`src/rtl/photobooth_pkg.sv`:
```
// Shared types and constants for the photobooth capture path.
// Session FSM encoding, config field widths and filter codes.
package photobooth_pkg;

  localparam int FILTER_W = 3;
  localparam int THRESH_W = 2;

  localparam logic [FILTER_W-1:0] FILT_NONE   = 3'd0;
  localparam logic [FILTER_W-1:0] FILT_GRAY   = 3'd1;
  localparam logic [FILTER_W-1:0] FILT_SEPIA  = 3'd2;
  localparam logic [FILTER_W-1:0] FILT_INVERT = 3'd3;
  localparam logic [FILTER_W-1:0] FILT_EDGE   = 3'd4;
  localparam logic [FILTER_W-1:0] FILT_THRESH = 3'd5;

  typedef enum logic [2:0] {
    S_IDLE       = 3'd0,
    S_COUNTDOWN  = 3'd1,
    S_WAIT_FRAME = 3'd2,
    S_CAPTURE    = 3'd3,
    S_PROC_REQ   = 3'd4,
    S_PROC_WAIT  = 3'd5,
    S_REVIEW     = 3'd6,
    S_DONE       = 3'd7
  } seq_state_t;

endpackage

```
`src/rtl/second_ticker.sv`:
```
// Free-running divider producing one tick every CYCLES_PER_SEC cycles.
// Held at zero while clear_in is high, so the first tick follows a full period.
module second_ticker #(
  parameter int CYCLES_PER_SEC = 74_250_000
) (
  input  logic clk_in,
  input  logic rst_n_in,
  input  logic clear_in,
  output logic tick_out
);

  localparam int CNT_W =
    (CYCLES_PER_SEC > 1) ? $clog2(CYCLES_PER_SEC) : 1;
  localparam logic [CNT_W-1:0] LAST = CNT_W'(CYCLES_PER_SEC - 1);

  logic [CNT_W-1:0] cnt;

  always_ff @(posedge clk_in or negedge rst_n_in) begin
    if (!rst_n_in) begin
      cnt <= '0;
    end else if (clear_in || cnt == LAST) begin
      cnt <= '0;
    end else begin
      cnt <= cnt + 1'b1;
    end
  end

  assign tick_out = !clear_in && (cnt == LAST);

endmodule

```
`src/rtl/photo_capture_sequencer.sv`:
```
// Multi-shot photobooth session controller: countdown, one-frame
// capture window, filter pipeline handshake and review hold.
module photo_capture_sequencer
  import photobooth_pkg::*;
#(
  parameter int NUM_SHOTS      = 4,
  parameter int COUNT_SECS     = 3,
  parameter int CYCLES_PER_SEC = 74_250_000,
  parameter int REVIEW_FRAMES  = 60
) (
  input  logic                clk_in,
  input  logic                rst_n_in,
  input  logic                arm_in,
  input  logic                shutter_in,
  input  logic                abort_in,
  input  logic                frame_start_in,
  input  logic [FILTER_W-1:0] filter_select_in,
  input  logic [THRESH_W-1:0] threshold_select_in,
  input  logic                proc_ready_in,
  input  logic                proc_done_in,
  output logic                capture_we_out,
  output logic                proc_start_out,
  output logic [FILTER_W-1:0] filter_cfg_out,
  output logic [THRESH_W-1:0] threshold_cfg_out,
  output logic [2:0]          countdown_out,
  output logic [2:0]          shot_index_out,
  output logic                busy_out,
  output logic                session_done_out
);

  localparam logic [2:0] CD_INIT   = 3'(COUNT_SECS);
  localparam logic [2:0] LAST_SHOT = 3'(NUM_SHOTS - 1);
  localparam logic [7:0] LAST_REV  = 8'(REVIEW_FRAMES - 1);

  seq_state_t          state, state_d;
  logic [2:0]          cd_d, shot_d;
  logic [FILTER_W-1:0] filt_d;
  logic [THRESH_W-1:0] thr_d;
  logic [7:0]          rev_cnt, rev_d;
  logic                shut_q, shut_edge;
  logic                tick;

  second_ticker #(
    .CYCLES_PER_SEC(CYCLES_PER_SEC)
  ) u_ticker (
    .clk_in  (clk_in),
    .rst_n_in(rst_n_in),
    .clear_in(state != S_COUNTDOWN),
    .tick_out(tick)
  );

  always_ff @(posedge clk_in or negedge rst_n_in) begin
    if (!rst_n_in) begin
      shut_q    <= 1'b0;
      shut_edge <= 1'b0;
    end else begin
      shut_q    <= shutter_in;
      shut_edge <= shutter_in & ~shut_q;
    end
  end

  always_comb begin
    state_d = state;
    cd_d    = countdown_out;
    shot_d  = shot_index_out;
    filt_d  = filter_cfg_out;
    thr_d   = threshold_cfg_out;
    rev_d   = rev_cnt;
    if (abort_in) begin
      state_d = S_IDLE;
      cd_d    = '0;
      shot_d  = '0;
    end else begin
      unique case (state)
        S_IDLE: begin
          if (shut_edge && arm_in) begin
            filt_d  = filter_select_in;
            thr_d   = threshold_select_in;
            shot_d  = '0;
            cd_d    = CD_INIT;
            state_d = S_COUNTDOWN;
          end
        end
        S_COUNTDOWN: begin
          if (tick) begin
            cd_d = countdown_out - 3'd1;
            if (countdown_out == 3'd1) state_d = S_WAIT_FRAME;
          end
        end
        S_WAIT_FRAME: begin
          if (frame_start_in) state_d = S_CAPTURE;
        end
        S_CAPTURE: begin
          if (frame_start_in) state_d = S_PROC_REQ;
        end
        S_PROC_REQ: begin
          if (proc_ready_in) state_d = S_PROC_WAIT;
        end
        S_PROC_WAIT: begin
          if (proc_done_in) begin
            rev_d   = '0;
            state_d = S_REVIEW;
          end
        end
        S_REVIEW: begin
          if (frame_start_in) begin
            rev_d = rev_cnt + 8'd1;
            if (rev_cnt == LAST_REV) begin
              if (shot_index_out == LAST_SHOT) begin
                state_d = S_DONE;
              end else begin
                shot_d  = shot_index_out + 3'd1;
                cd_d    = CD_INIT;
                state_d = S_COUNTDOWN;
              end
            end
          end
        end
        S_DONE: begin
          if (shut_edge) begin
            shot_d  = '0;
            state_d = S_IDLE;
          end
        end
        default: state_d = S_IDLE;
      endcase
    end
  end

  always_ff @(posedge clk_in or negedge rst_n_in) begin
    if (!rst_n_in) begin
      state             <= S_IDLE;
      rev_cnt           <= '0;
      countdown_out     <= '0;
      shot_index_out    <= '0;
      filter_cfg_out    <= '0;
      threshold_cfg_out <= '0;
      capture_we_out    <= 1'b0;
      proc_start_out    <= 1'b0;
      busy_out          <= 1'b0;
      session_done_out  <= 1'b0;
    end else begin
      state             <= state_d;
      rev_cnt           <= rev_d;
      countdown_out     <= cd_d;
      shot_index_out    <= shot_d;
      filter_cfg_out    <= filt_d;
      threshold_cfg_out <= thr_d;
      capture_we_out    <= (state_d == S_CAPTURE);
      proc_start_out    <= (state_d == S_PROC_REQ);
      busy_out          <= (state_d != S_IDLE) && (state_d != S_DONE);
      session_done_out  <= (state_d == S_DONE);
    end
  end

endmodule

```
`config.mk`:
```
export PLATFORM = sky130hd
export DESIGN_NAME = photo_capture_sequencer
export DESIGN_NICKNAME = d
export VERILOG_FILES = /design/src/rtl/photobooth_pkg.sv /design/src/rtl/second_ticker.sv /design/src/rtl/photo_capture_sequencer.sv
export SDC_FILE = /design/constraint.sdc
export NUM_CORES = 1
export LEC_CHECK = 0
export BUFFER_PORTS_ARGS = -buffer_cell sky130_fd_sc_hd__buf_4
export CAP_MARGIN = 5
export CORE_ASPECT_RATIO = 0.6
export CORE_MARGIN = 2
export CORE_UTILIZATION = 64
export CTS_CLUSTER_SIZE = 20
export DETAILED_ROUTE_END_ITERATION = 12
export PLACE_DENSITY_LB_ADDON = 0.2
export RECOVER_POWER = 50
export REMOVE_ABC_BUFFERS = 1
export SLEW_MARGIN = 20
export SYNTH_ARGS = -nofsm -noshare
export SYNTH_HDL_FRONTEND = slang
export SYNTH_HIERARCHICAL = 1
export SYNTH_SLANG_ARGS = --single-unit
```
`constraint.sdc`:
```
create_clock -name clk_in -period 4.3 [get_ports clk_in]
set_input_delay 0.43 -clock clk_in [delete_from_list [all_inputs] [get_ports clk_in]]
set_output_delay 0.43 -clock clk_in [all_outputs]
set_load 0.01 [all_outputs]
```
==> reports/metrics.csv <==
metric,value,unit
outcome,"finished, violations left",
failing checks,"max-capacitance violations, max-slew violations",
delay of the slowest cell on the worst path,0.61,ns
CTS buffer count,5,
crit path cell chain,"nor3b_1, inv_1, nor4_1, nand4bb_1, a221oi_1, nor4_4, nand2b_1, o22a_1",
residual antenna-violating net count after detailed routing,0,
H-tree levels,2,
ANT cells,0,
Clock transition at path regs,0.10,ns
min cycle time layout,2.90,ns
Worst setup endpoint,busy_out$_DFF_PN0_,
type of origin of the critical path,flop,
"top cells by count, synth","dfrtp_1 (55), nor2_1 (25), a21oi_1 (23)",
"count leader, synth",dfrtp_1,
synth top area cells,"dfrtp_1 (45%), a21oi_1 (3.7%), xor2_1 (3.7%)",
Hold Crit Start,shutter_in,
crit-path max FO,17,
clock root cell,clkbuf_8,
Leak,0.00138,uW
CP Launch Point,state[0]$_DFF_PN0_,
setup violators final,0,
VDD IR-drop max,0.240,mV
IO Pins,28,
CTS tree,yes,
Fillers,335,
Avg Synthesized Cell Area,10.1,um2
# resized after CTS,0,
Post-synth EDFFs,0,
max-cap viol count,1,
Cells after Synth,306,
pin slew with the least headroom to its limit,2.86,ns
Hold WC Path Type,in2reg,
"Seq/Total Area, Yosys",44.8,%
antenna violations before repair,0,
DRT Pass-1 Iters,4,
grt ovf,0,
Final period util,67.4,%
r2r worst-path depth,8,
Synth async-reset ratio,100,%
Port Buffer Count,27,
unrepaired setup endpoints after global routing,false,
core box area,4590,um2
Post-Route Skew,0.00379,ns
Die Height,57.7,um
Reg2Reg Setup Slack,1.40,ns
crit end category,flop,
Setup WS post-layout,1.40,ns
Via Count,2425,
post-DR vias/cell,6.22,
Cells on Worst Hold Path,1,
ys flop type,dfrtp_1,
initial core utilization,67.0,%
Row Count,19,
Critical Path AT,3.11,ns
vias in the first global route,2158,
crit path kind,reg2reg,
Netlist Area Pre-Place,3080,um2
post-CTS setup buffer count,0,
clock sink total,55,
endpoints failing hold,0,
CTS max path bufs,2,
Final Max Tran Viols,56,
hold buffers post-CTS,0,
pre-CTS setup slack,1.47,ns
largest net degree at the start of global routing,56,
cell with the largest stage delay on the worst path,dfrtp_1,
setup_tns,0,ns
post-detailed-route wirelength per cell,16.8,um
register bit total from synthesis,55,
total global-route track usage,25.9,%
Remaining DRCs,0,
fmax,345,MHz
first-pass GRT wire length,10700,um
layout cells sized above 1,15.0,%
die area,5390,um2
Skew-Pair Late Insertion Delay,0.31,ns
library cells used by synthesis,60,
Layout area overhead,9.36,%
Final Core Density,73.3,%
sum of routed wire length over all layers,6560,um
number of warnings issued by yosys,6,
Final GP Congestion,0.850,
Post-DP HPWL,4600,um
cell taking the most area after synthesis,dfrtp_1,
Critical Path RT,4.51,ns
Die Wd,93.5,um
DRT iter0 DRCs,274,
critical register-to-register path startpoint,state[0]$_DFF_PN0_,
area fraction of the dominant cell type after synthesis,44.8,%
Slew HR,-91.0,%
Reg-to-Reg End,busy_out$_DFF_PN0_,
Final #Nets,345,
power density over the cells,295,nW/um2
placed cells by master, fill, tap and decap left out, drive strengths merged, types with 8 or more instances in the layout:
cell / n
or4: 8
dfrtp: 55
nand4: 17
nand3: 10
a21oi: 23
nand2: 20
and4: 8
xor2: 13
clkbuf: 13
inv: 13
nor2: 25
buf: 20
report_power, final:
| group | total [uW] | switching (uW) | internal [uW] | leakage, uW |
|---|---|---|---|---|
| Sequential | 546 | 12.6 | 533 | 0.000747 |
| Clock | 360 | 171 | 189 | 0.0000612 |
| Combinational | 87.0 | 46.2 | 40.8 | 0.000573 |
| Total | 992 | 230 | 763 | 0.00138 |
sequential cells by signal, summed over array words and instances (netlist names):
register           count
filter_cfg_out         3
shot_index_out         3
threshold_cfg_out      2
shut_edge              1
session_done_out       1
shut_q                 1
u_ticker/cnt          27
proc_start_out         1
busy_out               1
rev_cnt                8
capture_we_out         1
state                  3
countdown_out          3
cell families after synthesis:
kind of cell	share of synthesized area (%)
and+or+nand+nor	28.1
AOI/OAI and AO/OA	13.5
DFF	44.8
buffers and inverters	4.47
xor gates and xnor gates	4.27
muxes	2.52
adders and majority gates	2.44
area by class of cell:
class | count | area, um2 | share of cell area [%]
well taps | 63 | 78.8 | 2.34
clock buffers | 6 | 82.6 | 2.46
repair buffers | 27 | 180 | 5.36
clock inverters | 2 | 35.0 | 1.04
inverters | 13 | 48.8 | 1.45
multi-input cells | 224 | 1560 | 46.4
flip-flops and latches | 55 | 1380 | 40.9
how the worst min path moves through the flow:
stage | end | slack [ns]
after floorplan | busy_out$_DFF_PN0_ | 0.13
after global placement | shut_edge$_DFF_PN0_ | 0.38
after detailed placement | shut_edge$_DFF_PN0_ | 0.39
after CTS | u_ticker/cnt[1]$_DFF_PN0_ | 0.18
after global routing | shut_q$_DFF_PN0_ | 0.23
final | shut_q$_DFF_PN0_ | 0.25
metal layers:
| layer | vias up | global-route usage (%) | wire, um |
|---|---|---|---|
| li1 | 1170 | - | - |
| met2 | 88 | 33.9 | 2720 |
| met5 | - | 0 | 0 |
| met3 | 5 | 6.24 | 511 |
| met4 | 0 | 6.93 | 51 |
| met1 | 1162 | 42.5 | 3280 |
per-stage QoR:
step / area [um2] / hold slack, ns / cells / total power, uW
floorplan: 2990 / 0.134 / 292 / 593
global placement: 3270 / 0.380 / 382 / 643
detailed placement: 3270 / 0.386 / 382 / 647
CTS: 3390 / 0.176 / 390 / 1000
global route: 3360 / 0.235 / 390 / 1030
finish: 3360 / 0.254 / 390 / 992
worst max-delay path: cells and delay by family (launching register included):
family / cells / cell delay (ns)
AO/OA/AOI/OAI: 2 / 0.63
AND/OR/NAND/NOR: 5 / 1.25
flip-flops: 1 / 0.61
buffers and inverters: 1 / 0.30
Note: power is estimated with default switching activity, not from simulation.
